--- config.mk ---
export PLATFORM = sky130hd
export DESIGN_NAME = module_keypad_scan
export DESIGN_NICKNAME = d
export VERILOG_FILES = /design/src/rtl/keypad_pkg.sv /design/src/rtl/module_sync_2ff.sv /design/src/rtl/module_keypad_scan.sv
export SDC_FILE = /design/constraint.sdc
export NUM_CORES = 1
export LEC_CHECK = 0
export BUFFER_PORTS_ARGS = -buffer_cell sky130_fd_sc_hd__buf_2
export CORE_UTILIZATION = 31
export DETAILED_ROUTE_END_ITERATION = 8
export HOLD_SLACK_MARGIN = 0.08
export SETUP_SLACK_MARGIN = 0.5
export SLEW_MARGIN = 20
export SYNTH_ARGS = -nofsm -noshare
export SYNTH_HDL_FRONTEND = slang
export SYNTH_SLANG_ARGS = --single-unit
--- constraint.sdc ---
create_clock -name clk -period 5.9 [get_ports clk]
set_input_delay 0.295 -clock clk [delete_from_list [all_inputs] [get_ports clk]]
set_output_delay 0.295 -clock clk [all_outputs]
set_load 0.005 [all_outputs]
--- src/rtl/keypad_pkg.sv ---
// keypad_pkg: shared types, key map and helpers for the keypad scanner
package keypad_pkg;
  localparam int ROWS = 4;
  localparam int COLS = 4;
  typedef enum logic [1:0] {SCAN, DEBOUNCE, WAIT_RELEASE} state_t;
  localparam logic [ROWS-1:0][COLS-1:0][3:0] KEY_MAP = 64'hDF0E_C987_B654_A321;
  function automatic logic [1:0] first_low(input logic [3:0] c);
    first_low = c[0] ? (c[1] ? (c[2] ? 2'd3 : 2'd2) : 2'd1) : 2'd0;
  endfunction
endpackage

--- src/rtl/module_sync_2ff.sv ---
// module_sync_2ff: two-flop synchronizer for asynchronous inputs
module module_sync_2ff #(
  parameter int W = 4,
  parameter logic [W-1:0] RST_VAL = '1
) (
  input  logic         clk,
  input  logic         rst,
  input  logic [W-1:0] d,
  output logic [W-1:0] q
);
  logic [W-1:0] meta;
  // first stage may go metastable; second stage presents a settled value
  always_ff @(posedge clk) begin
    if (rst) begin
      meta <= RST_VAL;
      q <= RST_VAL;
    end else begin
      meta <= d;
      q <= meta;
    end
  end
endmodule

--- src/rtl/module_keypad_scan.sv ---
// module_keypad_scan: 4x4 keypad row scanner with debounce and valid/ready key output
module module_keypad_scan
  import keypad_pkg::*;
#(
  parameter int SCAN_TICKS = 27000,
  parameter int DEBOUNCE_CYCLES = 270000
) (
  input  logic       clk,
  input  logic       rst,
  input  logic [3:0] column,
  output logic [3:0] row,
  output logic [3:0] key_code,
  output logic       key_valid,
  input  logic       key_ready,
  output logic       overrun
);
  localparam int SW = $clog2(SCAN_TICKS);
  localparam int DW = $clog2(DEBOUNCE_CYCLES);
  state_t state, state_n;
  logic [1:0] row_idx, col_idx;
  logic [SW-1:0] scan_cnt;
  logic [DW-1:0] db_cnt;
  logic [3:0] col_s;
  logic col_bit, scan_done, db_done, pressed, publish, row_adv, db_inc;
  module_sync_2ff #(.W(4), .RST_VAL(4'hF)) u_sync (
    .clk(clk),
    .rst(rst),
    .d(column),
    .q(col_s)
  );
  assign row = ~(4'b0001 << row_idx);
  // next state and the control strobes that drive the counters and output handshake
  always_comb begin
    col_bit = col_s[col_idx];
    scan_done = scan_cnt == SW'(SCAN_TICKS - 1);
    db_done = db_cnt == DW'(DEBOUNCE_CYCLES - 1);
    pressed = col_s != 4'hF;
    publish = state == DEBOUNCE && !col_bit && db_done;
    row_adv = (state == SCAN && scan_done && !pressed) || (state == WAIT_RELEASE && col_bit && db_done);
    db_inc = (state == DEBOUNCE && !col_bit && !db_done) || (state == WAIT_RELEASE && col_bit && !db_done);
    state_n = state == SCAN ? (scan_done && pressed ? DEBOUNCE : SCAN) :
              state == DEBOUNCE ? (col_bit ? SCAN : db_done ? WAIT_RELEASE : DEBOUNCE) :
              (col_bit && db_done ? SCAN : WAIT_RELEASE);
  end
  // state, counters and the single-entry key output register
  always_ff @(posedge clk) begin
    if (rst) begin
      state <= SCAN;
      row_idx <= '0;
      col_idx <= '0;
      scan_cnt <= '0;
      db_cnt <= '0;
      key_code <= 4'h0;
      key_valid <= 1'b0;
      overrun <= 1'b0;
    end else begin
      state <= state_n;
      row_idx <= row_adv ? row_idx + 2'd1 : row_idx;
      scan_cnt <= (state == SCAN && !scan_done) ? scan_cnt + 1'b1 : '0;
      db_cnt <= db_inc ? db_cnt + 1'b1 : '0;
      if (state == SCAN && scan_done && pressed) col_idx <= first_low(col_s);
      if (publish && (!key_valid || key_ready)) begin
        key_code <= KEY_MAP[row_idx][col_idx];
        key_valid <= 1'b1;
      end else begin
        if (publish) overrun <= 1'b1;
        if (key_ready) key_valid <= 1'b0;
      end
    end
  end
endmodule

[Yosys cells after proc, flatten, opt, wreduce, memory -nomap -nowiden]
Cells that the tools add are included.
Cells by class
  $add $sub $neg: 3
  magnitude comparators: 2
  equality and inequality tests: 5
  shifts and indexed selects: 1
  muxes and demuxes: 17
  bitwise logic cells: 4
  reductions and logical operators: 26
Operator list (number)
  $bmux 16 s2: 1
  $add 19x1->19 const B: 1
  $eq 19x19->1 const B: 1
  $mux 16: 1
  $add 15x1->15 const B: 1
  $eq 15x15->1 const B: 1
  $mux 2: 7
  $logic_and 1x1->1: 13
  $bmux 4 s2: 1
  $lt 2x3->1 const B: 2
  $logic_not 1->1: 5
  $mux 1: 5
  $mux 4: 1
  $ne 4x4->1 const B: 1
  $not 4->4: 1
  $reduce_or 2->1: 2
  $shl 1x2->4 const A: 1
  $logic_or 1x1->1: 3
  $not 1->1: 3
  $add 2x1->2 const B: 1
  $bmux 1 s2: 1
  $eq 2x1->1 const B: 1
  $eq 2x2->1 const B: 1
  $logic_not 2->1: 1
  2 further kinds: 2
Word-level totals
  bits in registers: 54
  bits of input ports: 7
  output and inout port bits: 10
  word-level logic and storage cells: 68

[Depth between registers and ports, before layout]
Gate-level depths: netlist (run 1).
  word-level depth: 8
  gate-level depth with buffers: 8
  mapped depth without buffers: 6

[By module]
From an unflattened synthesis (run 1), not the netlist that was laid out.
Unflattened totals
  cells, all modules: 262
  area total of the unflattened synthesis: 2407.3 µm²
Modules (own cells, without submodules)
  module_keypad_scan: instances 1, cells an instance 246, area an instance 2197.1 µm²
  module_sync_2ff: instances 1, cells an instance 16, area an instance 210.2 µm²

[Least setup slack after synthesis (run 1)]
OpenSTA, ideal clock, no wires.
  kind: register -> register
  start point: register col_idx[1]
  end point: register db_cnt[14]
  library setup time: 0.065 ns
  arrival: 1.954 ns
  data required time: 5.835 ns
  path slack: 3.881 ns
  cell stages (with the launch flop): 8
  buffers on the path: 3
  clock period less this slack: 2.019 ns
  cell sequence: dfxtp_1 -> buf_6 -> mux4_2 -> or3b_1 -> a211o_1 -> buf_6 -> buf_8 -> nor2_1
On the way
  longest elaborated chain between the ends: 8
  elaborated cells between the ends (all ways): 10
  those cells by class: mux: 2; bitwise: 1; reduce/logical: 7
RTL lines
  start, declared: RTL line module_keypad_scan.sv:20  | logic [1:0] row_idx, col_idx;
  start signal, assigned: RTL line module_keypad_scan.sv:61  | if (state == SCAN && scan_done && pressed) col_idx <= first_low(col_s);
  $bmux 1 s2 *: RTL line module_keypad_scan.sv:34  | col_bit = col_s[col_idx];
  $mux 1 (implied by the code) *: RTL line module_keypad_scan.sv:34
  $logic_not 1->1: RTL line module_keypad_scan.sv:40  | db_inc = (state == DEBOUNCE && !col_bit && !db_done) || (state == WAIT_RELEASE && col_bit && !db_done);
  $logic_and 1x1->1 (2 in series): RTL line module_keypad_scan.sv:40
  $logic_or 1x1->1 *: RTL line module_keypad_scan.sv:40
  $not 1->1 (no line) *
  $reduce_or 2->1 (no line) *
  end signal, assigned: RTL line module_keypad_scan.sv:60  | db_cnt <= db_inc ? db_cnt + 1'b1 : '0;
  end, declared: RTL line module_keypad_scan.sv:22  | logic [DW-1:0] db_cnt;
Mark *: on every way between the ends. The rest lies on a longest branch, timed or not. The select of a mux whose other input is x is not followed.
A chain may end at the register's enable or synchronous reset.

[Worst setup path in the final report (run 1)]
  start point: register col_idx[1]
  end point: register db_cnt[4]
Same word-level chain as after synthesis.

==> flow_summary.toml, run 1 <==
[die]
core-area_mm2 = 0.007727
rows = 32
die_w_um = 91.24
die-area_mm2 = 0.008324
start_util = 0.3195
ioPinCount = 17
chipHeight_um = 91.24

[setup_path]
crit_path_max_fanout = 19
startpoint_type = "register"
arrival_ps = 2520
crit_required_ps = 6130
rr_worst_depth = 4
timing.rr.start = "col_idx[1]"
crit_type = "register to register"
timing.rr.end = "db_cnt[4]"
end_kind = "register"
ff2ff_setup_slack_ps = 3610

[sta]
fin_crit_sh = 0.3889
min_period_ps = 2294
hold_viol = 0
worst_pin_slew_ps = 661.7
rsz0062_at_grt = "false"
setup_tns_ps = 0
skew_ps = 8.002
finalSetupViolations = 0
timing.slew.headroom = 0.5527
fmax_ghz = 0.4358
final-max-slew-violation-count = 0

[clock_network]
clkTransAtPathRegs_ps = 90
cts-buffers-inserted = 5
cts_tree = "done"
cts_max_path_buffers = 2
clock_latency_ps = 300
cts_max_level = 2
cts_setup_buffers = 0
cts_resized = 0
cts_sinks = 54
postCtsHoldBufs = 0
cts-root-buf = "clkbuf_8"

[worst_hold_path]
hold_end = "u_sync.meta[2]"
hp-class = "input pin to register"
worstHoldStart = "column[2]"
hold_path_depth = 2

[synthesis]
synth-seq-area-share = 0.4379
yosys.area.top_type = "dfxtp_1"
synth_top_cell_area_share = 0.4379
synthFlopType = "dfxtp_1"
synth_fp_nets = 291
synth-seq-cells = 54
ys_warn_count = 0
synth_edf_count = 0
netlist_top_cells_area = "dfxtp_1, nor2_1, xnor2_1"
synth_area_mm2 = 0.002469
async_flop_share = 0
syn_area_per_cell_um2 = 8.944
yosysUniqueCellTypes = 36
synth_cells = 276

[place]
dp_hpwl_um = 2934
dp_cells = 385
portBuffers = 16
placed_area_mm2 = 0.002615
place.gp.congestion = 0.7690

[power]
cellPowerDensity_mw_per_mm2 = 231.2
cellLeakagePower_nw = 0.9646
total_power_w = 0.0006306
ir_drop_mv = 0.1127

[finish]
design_area_mm2 = 0.002728
n_antenna_cell = 0
drive_gt1_frac = 0.1207
fin_cells = 392
fin_nets = 305
area_delta_synth_final_pct = 10.49

[global_routing]
grt-ovfl-total = 0
grt_usage = 0.1090
grt_pass1_vias = 1696
grt_pass1_wl_um = 7438
antenna_found_initial = 0
grt_max_degree = 29

[routing]
route.detailed.drc = 0
wl_per_cell_um = 10.35
drtIter0Drc = 39
drt_wl_total_um = 4058
first_pass_iters = 4
via_per_inst = 4.628
vias = 1814
ant_nets = 0

[status]
status = "completed"

[job]
maxCapViolCount = 0
## where the power goes
part | switching (W) | internal, W
clock network | 0.000110 | 0.000136
registers | 0.00000287 | 0.000368
logic | 0.00000746 | 0.00000634
total | 0.000120 | 0.000511
## cells in the mapped netlist (2+ instances only)
cell / count
buf_6: 2
nor3_1: 8
nor2_1: 51
or2_2: 9
o21ai_0: 4
nor4_1: 5
nand3b_1: 2
mux2i_1: 6
a211oi_1: 2
xor2_1: 15
inv_1: 11
nor4b_1: 3
dfxtp_1: 54
nand3_1: 16
nand4b_1: 2
nor2b_1: 2
nand2_1: 15
a211o_1: 3
a21oi_1: 5
and3_1: 7
nand4_1: 8
mux2_2: 2
ha_1: 8
clkbuf_1: 5
xnor2_1: 15
nand2b_1: 6
## cells by family (layout without fill, tap and decap cells)
| group | count (synthesis) | count (layout) | synth area share |
|---|---|---|---|
| AO/OA/AOI/OAI | 17 | 17 | 0.04410 |
| XOR/XNOR | 30 | 30 | 0.1064 |
| adder cells (fa/ha/maj) | 8 | 8 | 0.04055 |
| buffers and inverters | 20 | 34 | 0.04156 |
| flip-flops | 54 | 54 | 0.4379 |
| multiplexers | 10 | 10 | 0.05322 |
| AND/OR/NAND/NOR | 137 | 137 | 0.2762 |
## through the flow
step | util | hold WS, ps | worst slack, ps
after floorplan | - | 389.5 | 3881
after global placement | 0.3384 | 392.1 | 3678
after detailed placement | 0.3384 | 394.5 | 3630
after CTS | 0.3530 | 153.0 | 3597
after global routing | 0.3530 | 146.6 | 3399
final | 0.3530 | 168.5 | 3606
## critical path: stages, from the launching register on
cell	delay [ps]
dfxtp_1	510
mux4_2	600
or3b_1	390
a211o_1	540
nor2_1	180
## cell usage in the layout, fill, tap and decap left out, drive strengths merged, types with 2 or more instances in the layout
| cell type | n |
|---|---|
| a211o | 3 |
| inv | 11 |
| or2 | 9 |
| dfxtp | 54 |
| nor4 | 5 |
| mux2 | 2 |
| nand2b | 6 |
| nor2b | 2 |
| mux4 | 2 |
| buf | 16 |
| clkbuf | 6 |
| nand3 | 16 |
| a21oi | 5 |
| a211oi | 2 |
| nand3b | 2 |
| nor4b | 3 |
| xnor2 | 15 |
| and3 | 7 |
| mux2i | 6 |
| ha | 8 |
| nand4b | 2 |
| xor2 | 15 |
| nor3 | 8 |
| nand2 | 15 |
| nor2 | 51 |
| o21ai | 4 |
| nand4 | 8 |
## registers in the layout, indices dropped and copies added (netlist names)
name         cells
key_valid        1
db_cnt          19
state            2
scan_cnt        15
u_sync.q         4
col_idx          2
key_code         4
row_idx          2
overrun          1
u_sync.meta      4
## area by class of cell
cell class	count	area [um^2]
tap	102	127.6
fill	809	5000
inverter	11	41.29
sequential	54	1081
timing repair buffer	16	80.08
multi-input combinational	202	1285
clock inverter	1	30.03
clock buffer	6	82.58
## worst max path at each step
stage	from	endpoint	slack (ps)	cells past startpoint
floorplan	col_idx[1]	db_cnt[14]	3880	7
global placement	col_idx[1]	db_cnt[6]	3680	4
detailed placement	col_idx[1]	db_cnt[16]	3630	4
CTS	col_idx[1]	db_cnt[4]	3600	4
global route	db_cnt[0]	db_cnt[6]	3400	6
finish	col_idx[1]	db_cnt[4]	3610	4
## layer usage
layer  up-vias  GRT usage  part of all wire  routed length [um]
met4         0    0.05820             0.025                 101
met3         9    0.02848             0.031                 126
met1       818     0.1328              0.50                2014
met2        23     0.1755              0.45                1816
li1        964          -                 -                   -
met5         -          0                 0                   0
(Power assumes the default switching activity.)
==> inputs of run 2 (changes only) <==
Settings changed: ABC_AREA set to 1.
Clock period 5.9 ns to 2.1 ns, I/O delays scaled along.
==> flow_summary.toml, run 2 <==
[sta]
fin_ws_ps = 580.0
skew_ps = 13.45
hold_viol = 0
min_period_ps = 1520
worst_pin_slew_ps = 495.5
timing.slew.headroom = 0.6676
rsz0062_at_grt = "false"
finalSetupViolations = 0
final-max-slew-violation-count = 0
fmax_ghz = 0.6579
fin_crit_sh = 0.7238
setup_tns_ps = 0

[setup_path]
critPathSlowestCell = "dfxtp_2"
end_kind = "register"
ff2ff_setup_slack_ps = 580
rr_worst_depth = 8
timing.rr.start = "row_idx[0]"
crit_path_max_fanout = 7
timing.rr.end = "key_code[0]"
startpoint_type = "register"
path_cells = "inv_1, ha_1, nor3_1, nor2_1, nor2_1, nand4_1, nand2_1, nor2_1"
crit_type = "register to register"
arrival_ps = 1720
critPathMaxStageDelay_ps = 380
critPathMostFrequentCell = "nor2_1"
crit_required_ps = 2300

[finish]
layout.cells.most_common = "nand2_1"
top_regs = "db_cnt (19), scan_cnt (15)"
fin_nets = 454
largest_reg_flops = 19
area_delta_synth_final_pct = 17.36
fin_util = 0.3774
regArea_mm2 = 0.001097
top_register = "db_cnt"
n_antenna_cell = 0
mostFrequentLayoutCells = "nand2_1, nor2_1, inv_1"
multi_input_area_mm2 = 0.001564
n_fill_cell = 916
drive_gt1_frac = 0.1705

[clock_network]
cts-buffers-inserted = 5
cts-root-buf = "clkbuf_8"
cts_max_path_buffers = 2
cts_tree = "done"
cts_max_level = 2
clock_latency_ps = 310
clkTransAtPathRegs_ps = 90
cts_sinks = 54

[routing]
via_per_inst = 4.597
vias = 2519
ant_nets = 0
drtIter0Drc = 84
route.detailed.drc = 0
wl_per_cell_um = 10.92
drt_wl_total_um = 5983
first_pass_iters = 4

[synthesis]
synthAdderAreaFrac = 0.03552
yosys.area.top_type = "dfxtp_1"
synth-seq-cells = 54
synth_cells = 408
async_flop_share = 0
synth_compound_area_frac = 0.05861
synth_top_family_by_area = "simple AND/OR/NAND/NOR gates"
synth-xor-area-share = 0.03730
yosysMostFrequentCell = "nand2_1"
ys_warn_count = 0
synthFlopType = "dfxtp_1"
synth_area_mm2 = 0.002818
synth.cells.most_frequent = "nand2_1, nor2_1, dfxtp_1, inv_1, nand3_1"
yosysUniqueCellTypes = 31
yosys.area_share.simple = 0.3952
netlist_top_cells_area = "dfxtp_1, nand2_1, nor2_1"
synth_fp_nets = 423
synth-seq-area-share = 0.3837
synth_top_cell_area_share = 0.3837
syn_area_per_cell_um2 = 6.906
synth_edf_count = 0
synth.area.mux_share = 0

[place]
place.gp.congestion = 0.8252
portBuffers = 16
dp_hpwl_um = 4195
pre_cts_slack_ps = 283.1

[global_routing]
top_usage_layer = "met2"
grt_use_met2 = 0.2205
use_met1 = 0.1592
grt_usage = 0.1291
gr-usage-met3 = 0.03165
grt_pass1_vias = 2379
grt-ovfl-total = 0
antenna_found_initial = 0
grt_pass1_wl_um = 10200
grt_max_degree = 17

[die]
die-area_mm2 = 0.009475
die_w_um = 97.34
rows = 34
core-area_mm2 = 0.008763
start_util = 0.3215
ioPinCount = 17
chipHeight_um = 97.34

[power]
cellPowerDensity_mw_per_mm2 = 538.7
ir_drop_mv = 0.3898
cellLeakagePower_nw = 1.350

[worst_hold_path]
hold_end = "col_idx[0]"
hp-class = "input pin to register"
hold_path_depth = 2
worstHoldStart = "rst"

[status]
status = "completed"

[job]
maxCapViolCount = 0
run 2: cell types whose count changed after synthesis, moves of 9 or more:
cell,change
nand2_1,+78
inv_1,+42
nor2_1,+12
nand3_1,+9
xnor2_1,-11
a21oi_1,+14
run 2: stage by stage:
stage	cell area [um^2]	instances	total power [W]	hold WS, ps
after floorplan	2818	408	0.001093	208.8
after global placement	3017	529	0.001106	288.5
after detailed placement	3017	529	0.001108	292.4
after CTS	3202	543	0.001815	85.91
after global routing	3307	548	0.001856	108.2
final	3307	548	0.001782	96.37
run 2: report_power, final:
part	internal (W)	switching, W	leakage (nW)	total [W]
combinational	0.0000228	0.0000270	0.857	0.0000498
clock	0.000356	0.000337	0.0514	0.000693
sequential	0.00103	0.00000685	0.442	0.00104
run 2: critical path, delay by kind of cell (launching register included):
family,cells,cell delay [ps]
buffers and inverters,1,140
and+or+nand+nor,6,650
adders and majority gates,1,250
DFF,1,380
run 2: area by class of cell:
class / instances / share of cell area
Clock buffer: 6 / 0.02194
Clock inverter: 2 / 0.01135
Inverter: 61 / 0.07000
Multi-Input combinational cell: 291 / 0.4729
Sequential cell: 54 / 0.3318
Tap cell: 108 / 0.04086
Timing Repair Buffer: 26 / 0.05108
run 2: worst max-delay path by stage:
stage	start	to	slack, ps
final	row_idx[0]	key_code[0]	580
after global routing	db_cnt[4]	db_cnt[16]	480
after CTS	scan_cnt[0]	scan_cnt[14]	490
after detailed placement	db_cnt[0]	db_cnt[17]	280
after global placement	db_cnt[0]	db_cnt[18]	340
after floorplan	db_cnt[0]	db_cnt[15]	510
run 2: what timing repair did:
item                       CTS  global route
setup buffers                1             4
setup endpoints to repair   27            46
gates cloned                 1             1
pin swaps                    2             7
hold endpoints to repair     4             0
hold buffers                 4             0
gates resized for setup      6            19
run 2: cell families (layout without fill, tap and decap cells):
kind of cell / count (synthesis) / count (layout)
buf+inv: 65 / 95
compound gates: 32 / 32
simple gates: 237 / 239
fa+ha+maj: 8 / 8
flops: 54 / 54
xor+xnor: 12 / 12
run 2: routing by layer:
metal / up-vias / routed length (um)
met5: - / 0
met4: 0 / 51
met3: 6 / 223
met2: 40 / 2801
met1: 1134 / 2907
li1: 1339 / -
==> inputs of run 3 (changes only) <==
Settings changed: ABC_AREA 1 to 0.
Clock period 2.1 ns to 1.58 ns, I/O delays scaled along.
==> flow_summary.toml, run 3 (synthesis results as in run 1) <==
[status]
status = "complete, but fails checks"
failed_checks = "negative setup slack"

[sta]
fin_ws_ps = -343.2
setup_tns_ps = -7971
timing.slew.headroom = 0.6967
rsz0062_at_grt = "true"
hold_viol = 0
min_period_ps = 1923
finalSetupViolations = 29
skew_ps = 8.791
fmax_ghz = 0.5200
worst_pin_slew_ps = 450.9
fin_crit_sh = 1.217
fin_hold_ws_ps = 139.8
final-max-slew-violation-count = 0

[die]
die-area_mm2 = 0.008324
chipHeight_um = 91.24
die_w_um = 91.24
core-area_mm2 = 0.007727
ioPinCount = 17
start_util = 0.3195
rows = 32

[setup_path]
critPathTopFamily = "multiplexers"
critPathSlowestCell = "mux4_2"
ff2ff_setup_slack_ps = -340
crit_path_max_fanout = 19
arrival_ps = 2160
critPathMaxStageDelay_ps = 530
crit_required_ps = 1820
crit_type = "register to register"
startpoint_type = "register"
timing.rr.end = "db_cnt[15]"
critical_path_buf_inv_count = 1
rr_worst_depth = 5
end_kind = "register"
path_cells = "mux4_2, or3b_1, a211o_1, buf_12, nor2_1"
timing.rr.start = "col_idx[1]"

[routing]
drtIter0Drc = 47
first_pass_iters = 4
ant_nets = 0
wl_per_cell_um = 12.13
route.detailed.drc = 0
via_per_inst = 4.624
drt_wl_total_um = 5651
vias = 2155

[power]
cellLeakagePower_nw = 1.421
ir_drop_mv = 0.4098
cellPowerDensity_mw_per_mm2 = 614.5

[place]
pre_cts_slack_ps = -297.4
dp_hpwl_um = 3722
portBuffers = 16
placed_area_mm2 = 0.003129
place.gp.congestion = 0.7440

[worst_hold_path]
hold_end = "overrun"
worstHoldStart = "key_ready"
hp-class = "input pin to register"
hold_path_depth = 4

[job]
maxCapViolCount = 0

[finish]
design_area_mm2 = 0.003677
top_register = "db_cnt"
drive_gt1_frac = 0.4560
fin_nets = 378
largest_reg_flops = 19
n_antenna_cell = 0
layout.cells.most_common = "buf_4"
mostFrequentLayoutCells = "buf_4, dfxtp_1, nor2_1"
top_regs = "db_cnt (19), scan_cnt (15)"
area_delta_synth_final_pct = 48.96

[clock_network]
cts_tree = "done"
clkTransAtPathRegs_ps = 100
cts_max_level = 2
clock_latency_ps = 300
cts-buffers-inserted = 5
cts_max_path_buffers = 2
cts_sinks = 54
cts-root-buf = "clkbuf_8"

[global_routing]
grt_pass1_wl_um = 9722
antenna_found_initial = 0
grt_usage = 0.1426
grt_pass1_vias = 2118
grt_max_degree = 28
grt-ovfl-total = 0
[run 3: through the flow]
stage | utilization | power, W | cells
6_report | 0.4759 | 0.002260 | 466
5_1_grt | 0.4759 | 0.002370 | 466
4_1_cts | 0.4535 | 0.002265 | 462
3_5_place_dp | 0.4050 | 0.001500 | 441
3_3_place_gp | 0.4050 | 0.001497 | 441
2_1_floorplan | - | 0.001467 | 276
[run 3: report_power, final]
part | switching [W] | total [W] | internal, W
clock | 0.000454 | 0.000768 | 0.000314
combinational | 0.0000533 | 0.000108 | 0.0000549
sequential | 0.00000979 | 0.00138 | 0.00137
total | 0.000517 | 0.00226 | 0.00174
[run 3: worst reg2reg max path, stage by stage (launching register included)]
cell and delay [ps]:
dfxtp_2 350, mux4_2 530, or3b_1 390, a211o_1 340
buf_12 160, nor2_1 90
[run 3: worst max path at each step]
stage          startpoint    endpoint  slack, ps  cells past startpoint
3_3_place_gp   col_idx[1]  db_cnt[11]       -260                      5
5_1_grt        col_idx[1]   db_cnt[5]       -410                      5
6_report       col_idx[1]  db_cnt[15]       -340                      5
2_1_floorplan  col_idx[1]  db_cnt[14]       -400                      7
4_1_cts        col_idx[1]  db_cnt[15]       -330                      5
3_5_place_dp   col_idx[1]  db_cnt[13]       -300                      5
[run 3: cell type report]
| type | instances | area (um^2) |
|---|---|---|
| fill | 733 | 4050 |
| multi-input combinational | 202 | 1603 |
| sequential | 54 | 1102 |
| timing repair buffer | 89 | 709.4 |
| tap | 102 | 127.6 |
| clock buffer | 6 | 72.57 |
| inverter | 11 | 48.80 |
| clock inverter | 2 | 13.76 |
[run 3: layer usage]
metal	vias to the layer above	GRT usage	share of wire	routed length, um
li1	1111	-	-	-
met1	1014	0.1823	0.47	2670
met2	26	0.2437	0.49	2790
met3	4	0.03769	0.028	159
met4	0	0.02381	0.0055	31
met5	-	0	0	0
[run 3: what timing repair did]
action,4_1_cts,5_1_grt
pin swaps,7,9
setup buffers,9,4
hold buffers,4,0
gates resized for setup,50,33
endpoints found under the hold margin,5,0
setup endpoints to repair,50,50
